===== src/rtl/wx_frame_accumulator_if.sv =====
// Single AXI-Stream channel bundle; the accumulator uses one instance per direction.
interface wx_frame_accumulator_if #(
    parameter int DATA_W = 48
);
    logic              tvalid;
    logic              tready;
    logic [DATA_W-1:0] tdata;
    logic              tuser;

    modport master (output tvalid, output tdata, output tuser, input tready);
    modport slave  (input tvalid, input tdata, input tuser, output tready);
endinterface


===== src/rtl/wx_frame_accumulator.sv =====
// Accumulates FRAME_LEN W(x) results into a saturating sum and a running maximum,
// then presents one {max, sum} summary beat per frame.
module wx_frame_accumulator #(
    parameter int FRAME_LEN = 8,
    parameter int SUM_W     = 56
) (
    input  logic                   in_clock,
    input  logic                   in_reset_n,
    wx_frame_accumulator_if.slave  axis_s,
    wx_frame_accumulator_if.master axis_m
);
    localparam int               CNT_W     = $clog2(FRAME_LEN);
    localparam logic [CNT_W-1:0] LAST_BEAT = CNT_W'(FRAME_LEN - 1);

    typedef enum logic {
        ACCUM = 1'b0,
        OUT   = 1'b1
    } state_t;

    state_t              state_reg;
    logic [SUM_W-1:0]    sum_acc_reg;
    logic [47:0]         max_acc_reg;
    logic                sat_flag_reg;
    logic [CNT_W-1:0]    beat_cnt_reg;
    logic [SUM_W+47:0]   out_data_reg;
    logic                out_user_reg;
    logic                m_valid_reg;
    logic                s_ready_reg;

    logic [SUM_W:0]      sum_wide;
    logic [SUM_W-1:0]    sum_next;
    logic [47:0]         max_next;
    logic                sat_next;
    logic                s_fire;
    logic                m_fire;
    logic                unused_tuser;

    // One extra bit catches the carry; once saturated the sum pins at all-ones.
    always_comb begin
        sum_wide = {1'b0, sum_acc_reg} + (SUM_W+1)'(axis_s.tdata);
        sat_next = sat_flag_reg | sum_wide[SUM_W];
        sum_next = sat_next ? {SUM_W{1'b1}} : sum_wide[SUM_W-1:0];
        max_next = (axis_s.tdata > max_acc_reg) ? axis_s.tdata : max_acc_reg;
    end

    assign s_fire = s_ready_reg & axis_s.tvalid;
    assign m_fire = m_valid_reg & axis_m.tready;

    // Ready is registered so it stays low through reset and rises on the first edge after.
    always_ff @(posedge in_clock or negedge in_reset_n) begin
        if (!in_reset_n) begin
            state_reg    <= ACCUM;
            sum_acc_reg  <= '0;
            max_acc_reg  <= '0;
            sat_flag_reg <= 1'b0;
            beat_cnt_reg <= '0;
            out_data_reg <= '0;
            out_user_reg <= 1'b0;
            m_valid_reg  <= 1'b0;
            s_ready_reg  <= 1'b0;
        end else begin
            case (state_reg)
                ACCUM: begin
                    s_ready_reg <= 1'b1;
                    if (s_fire) begin
                        if (beat_cnt_reg == LAST_BEAT) begin
                            out_data_reg <= {max_next, sum_next};
                            out_user_reg <= sat_next;
                            sum_acc_reg  <= '0;
                            max_acc_reg  <= '0;
                            sat_flag_reg <= 1'b0;
                            beat_cnt_reg <= '0;
                            m_valid_reg  <= 1'b1;
                            s_ready_reg  <= 1'b0;
                            state_reg    <= OUT;
                        end else begin
                            sum_acc_reg  <= sum_next;
                            max_acc_reg  <= max_next;
                            sat_flag_reg <= sat_next;
                            beat_cnt_reg <= beat_cnt_reg + 1'b1;
                        end
                    end
                end
                OUT: begin
                    if (m_fire) begin
                        m_valid_reg <= 1'b0;
                        s_ready_reg <= 1'b1;
                        state_reg   <= ACCUM;
                    end
                end
                default: begin
                    state_reg   <= ACCUM;
                    m_valid_reg <= 1'b0;
                    s_ready_reg <= 1'b0;
                end
            endcase
        end
    end

    assign axis_s.tready = s_ready_reg;
    assign axis_m.tvalid = m_valid_reg;
    assign axis_m.tdata  = out_data_reg;
    assign axis_m.tuser  = out_user_reg;
    assign unused_tuser  = axis_s.tuser;
endmodule


===== src/flat_wrapper.sv =====
// flat-port wrapper written by rule: the top's interface ports become plain ports
module wx_frame_accumulator_flat 
#(
    parameter int FRAME_LEN = 8,
    parameter int SUM_W     = 56
)
  (in_clock, in_reset_n, axis_s_tvalid, axis_s_tdata, axis_s_tuser, axis_s_tready, axis_m_tvalid, axis_m_tdata, axis_m_tuser, axis_m_tready);
  wx_frame_accumulator_if #(.DATA_W(48)) axis_s_i ();
  wx_frame_accumulator_if #(.DATA_W(104)) axis_m_i ();
  input  logic in_clock;
  input  logic in_reset_n;
  input wire logic [$bits(axis_s_i.tvalid)-1:0] axis_s_tvalid;
  input wire logic [$bits(axis_s_i.tdata)-1:0] axis_s_tdata;
  input wire logic [$bits(axis_s_i.tuser)-1:0] axis_s_tuser;
  output wire logic [$bits(axis_s_i.tready)-1:0] axis_s_tready;
  output wire logic [$bits(axis_m_i.tvalid)-1:0] axis_m_tvalid;
  output wire logic [$bits(axis_m_i.tdata)-1:0] axis_m_tdata;
  output wire logic [$bits(axis_m_i.tuser)-1:0] axis_m_tuser;
  input wire logic [$bits(axis_m_i.tready)-1:0] axis_m_tready;
  assign axis_s_i.tvalid = axis_s_tvalid;
  assign axis_s_i.tdata = axis_s_tdata;
  assign axis_s_i.tuser = axis_s_tuser;
  assign axis_s_tready = axis_s_i.tready;
  assign axis_m_tvalid = axis_m_i.tvalid;
  assign axis_m_tdata = axis_m_i.tdata;
  assign axis_m_tuser = axis_m_i.tuser;
  assign axis_m_i.tready = axis_m_tready;
  wx_frame_accumulator #(.FRAME_LEN(FRAME_LEN), .SUM_W(SUM_W)) u_core (.in_clock(in_clock), .in_reset_n(in_reset_n), .axis_s(axis_s_i), .axis_m(axis_m_i));
endmodule

===== config.mk =====
export PLATFORM = sky130hd
export DESIGN_NAME = wx_frame_accumulator_flat
export DESIGN_NICKNAME = d
export VERILOG_FILES = /design/src/rtl/wx_frame_accumulator_if.sv /design/src/rtl/wx_frame_accumulator.sv /design/src/flat_wrapper.sv
export SDC_FILE = /design/constraint.sdc
export NUM_CORES = 1
export LEC_CHECK = 0
export ABC_AREA = 1
export CAP_MARGIN = 0
export CORE_ASPECT_RATIO = 1.4
export CORE_MARGIN = 4
export CORE_UTILIZATION = 51
export CTS_CLUSTER_DIAMETER = 50
export DETAILED_ROUTE_END_ITERATION = 10
export HOLD_SLACK_MARGIN = 0.05
export MAX_ROUTING_LAYER = met4
export PLACE_DENSITY = 0.7
export REMOVE_ABC_BUFFERS = 1
export SETUP_SLACK_MARGIN = 0.4
export SLEW_MARGIN = 0
export SYNTH_ARGS = -nofsm -noshare
export SYNTH_HDL_FRONTEND = slang
export SYNTH_SLANG_ARGS = --single-unit

===== constraint.sdc =====
create_clock -name in_clock -period 3.25 [get_ports in_clock]
set_clock_uncertainty 0.2 [all_clocks]
set_input_delay 0.8125 -clock in_clock [delete_from_list [all_inputs] [get_ports in_clock]]
set_output_delay 0.8125 -clock in_clock [all_outputs]
set_load 0.01 [all_outputs]

==> metrics <==
ys async rst share 100.0%; Power Dens Cells 1009 nW/µm²; Port Buffers 158; drt first pass iters 7; all-layer global routing usage 33.50%; total net switching power around 10 mW; setup violators final 0; proportion of layout cells with a drive suffix above 1 17.24%; top-count cell post-synth nand2_1; H-tree levels 1; chip width 155.3 µm; WL/cell 18.26 µm; drt via density roughly 5.3; Die Span Y approximately 210 µm; Hold WS 0.08484 ns; flops & latches, synth 216; final worst slack 0.2990 ns; EDFF count, synth 0; Avg Cell Area, Syn 6.354 µm²; Placeable Area 29940 µm²; clk_lat worst skew between 0.5 and 0.6 ns; Post-DRT Antenna Nets 0; total power 21.62 mW; first-pass GRT wire length 87.24 mm; Reg2Reg Setup Slack 0.49 ns; slew margin rel. approximately 54%; Yosys top cell by area dfrtp_1; initial core utilization 51.77%; clock sinks 216; RSZ-0062 raised after global routing true; outcome complete, no violations; Layout Area Growth over Synthesis 38.25%; Critical Path Sink Type flop; DRC errors left 0; Post-DP HPWL ~40 mm; worst-margin pin slew 0.6922 ns; Root Buffer clkbuf_16; Arr. time, crit path 3.17 ns; cts bufs inserted 23; CTS tree done; Inst Count DP 3140; area share of the largest cell type after synthesis 34.88%; dpl ws -0.5093 ns; Sequential Power Share 22.7%; Final Hold Fails 0; Internal around 12 mW; final std cells w/o fill 3210; clock-pin slew on the worst setup and hold paths 0.06 ns; Mapped Area approximately 15000 µm²; initial antenna violation count 0; nets@finish 2960; switch share 45.97%; grt ovf 0; Main synth FF type dfrtp_1; CP required 3.46 ns; Max IR drop VDD ~0.71 mV; Final Max Tran Viols 0; CP Class in2reg; max reg flops 104; clock power share 14.0%; Fmax achieved 0.3389 GHz; Worst setup SP type input port; Vias 16870; Yosys warnings 0; final period utilization 90.80%; Iteration-0 DRC Markers 1196; capture point of the worst reg-to-reg path u_core.max_acc_reg[9]$_DFFE_PN0P_; Worst Reg-to-Reg Cells 17; Worst Setup EP u_core.max_acc_reg[9]$_DFFE_PN0P_; Hold WC Path Type in2async; CP Max Fanout 8; Post-synth top cells nand2_1 (1115), inv_1 (419), dfrtp_1 (216); vias in the first global route 16660; Clock Path Buffers 3; MaxCap Viol Count 0; fin crit period 2.951 ns; routability-driven placement congestion ratio 0.9814; n_diodes 0; LEAKAGE approximately 12 nW; Seq/Total Area, Yosys 34.88%; Critical Path Start axis_s_tdata[3]; combinational share of power roughly 63%; drt total wl 58.61 mm; Core Util, Final 71.57%; Gate Count Post-Synth 2439; row count 75; largest net degree at the start of global routing roughly 110; Synth cell types 36; Ports 160; Reg-to-Reg Start u_core.max_acc_reg[1]$_DFFE_PN0P_; die area between 30000 and 40000 µm²; Synth area leaders dfrtp_1 (35%), nand2_1 (27%), inv_1 (10%), ha_1 (7.9%), nand3_1 (6.9%)
==> repair_timing <==
action	in CTS	in global routing
hold buffers	0	0
endpoints found under the setup margin	210	205
gates resized for setup	135	101
buffers inserted	9	5
pin swaps	29	41
gates cloned	4	10
==> worst min-delay path by stage <==
| stage | startpoint | slack (ns) | end |
|---|---|---|---|
| final | in_reset_n | 0.08 | u_core.axis_m.tdata[46]$_DFFE_PN0P_ |
| after global routing | in_reset_n | 0.12 | u_core.axis_m.tdata[46]$_DFFE_PN0P_ |
| after CTS | in_reset_n | 0.09 | u_core.axis_m.tdata[46]$_DFFE_PN0P_ |
| after detailed placement | u_core.axis_m.tdata[49]$_DFFE_PN0P_ | 0.26 | u_core.axis_m.tdata[49]$_DFFE_PN0P_ |
| after global placement | u_core.beat_cnt_reg[0]$_DFFE_PN0P_ | 0.26 | u_core.beat_cnt_reg[0]$_DFFE_PN0P_ |
| after floorplan | u_core.beat_cnt_reg[0]$_DFFE_PN0P_ | 0.25 | u_core.beat_cnt_reg[0]$_DFFE_PN0P_ |
==> kinds of logic after synthesis <==
kind of cell	Yosys count	synth area share [%]
AOI/OAI and AO/OA	86	3.181
DFF	216	34.88
xor gates and xnor gates	22	1.243
and+or+nand+nor	1523	40.16
adders and majority gates	99	8.041
buffers and inverters	493	12.50
==> worst max-delay path, stage by stage <==
cell	delay (ns)
dlygate4sd2_1	0.30
ha_1	0.35
nand2_1	0.08
inv_1	0.06
nand2_1	0.07
nand2_1	0.06
nand2_1	0.10
nand2_2	0.10
nand2_1	0.07
nand2_1	0.12
nand2_2	0.15
nand3_4	0.19
nand2_8	0.24
clkbuf_16	0.23
nand2_1	0.08
nand3_1	0.08
nand2_1	0.06
==> cells in the final DEF, fill, tap and decap left out, drive strengths merged, types with 2 or more instances in the layout <==
cell type,netlist,routed
clkbuf,37,41
ha,98,98
o21a,3,3
nor2,135,135
a31oi,16,16
dfrtp,216,216
nor3,14,14
nand3,232,232
inv,425,427
o21ai,7,7
dlygate4sd2,0,40
xor2,21,21
clkinv,0,5
clkdlybuf4s50,0,109
a21o,3,3
buf,31,246
bufinv,0,6
nand2,1120,1120
o21bai,4,4
nand4,16,16
and2,2,2
a31o,2,2
nand3b,2,2
clkdlybuf4s15,0,2
a21oi,49,49
==> power groups by stage <==
stage	clock (mW)	sequential, mW	combinational, mW
after global placement	0	4.71	11.6
after detailed placement	0	4.76	11.9
after CTS	3.05	4.86	12.6
after floorplan	0	4.86	6.48
after global routing	3.16	5.04	14.9
final	3.03	4.91	13.7
==> routing by layer <==
| layer | routed length [µm] | vias up | global-route usage [%] |
|---|---|---|---|
| met5 | 0 | - | - |
| met2 | 30490 | 657 | 60.98 |
| met4 | 2994 | 0 | 12.67 |
| met3 | 3599 | 168 | 2.705 |
| met1 | 21520 | 7907 | 37.86 |
| li1 | - | 8138 | - |
==> metrics by stage <==
stage	area, µm²	TNS (ns)
after floorplan	15160	-844.99
after global placement	19170	-65.21
after detailed placement	19170	-80.39
after CTS	20870	0
after global routing	21430	0
final	21430	0
==> final cells by class <==
cell class                 instances  area [µm²]
clock buffer                      28       624.3
tap                              385       481.7
sequential                       216        5405
fill                            2386        8509
inverter                         425        1597
multi-input combinational       1730        9143
clock inverter                    14       244.0
timing repair buffer             412        3931
No activity file was read; power rests on OpenSTA's default activity.
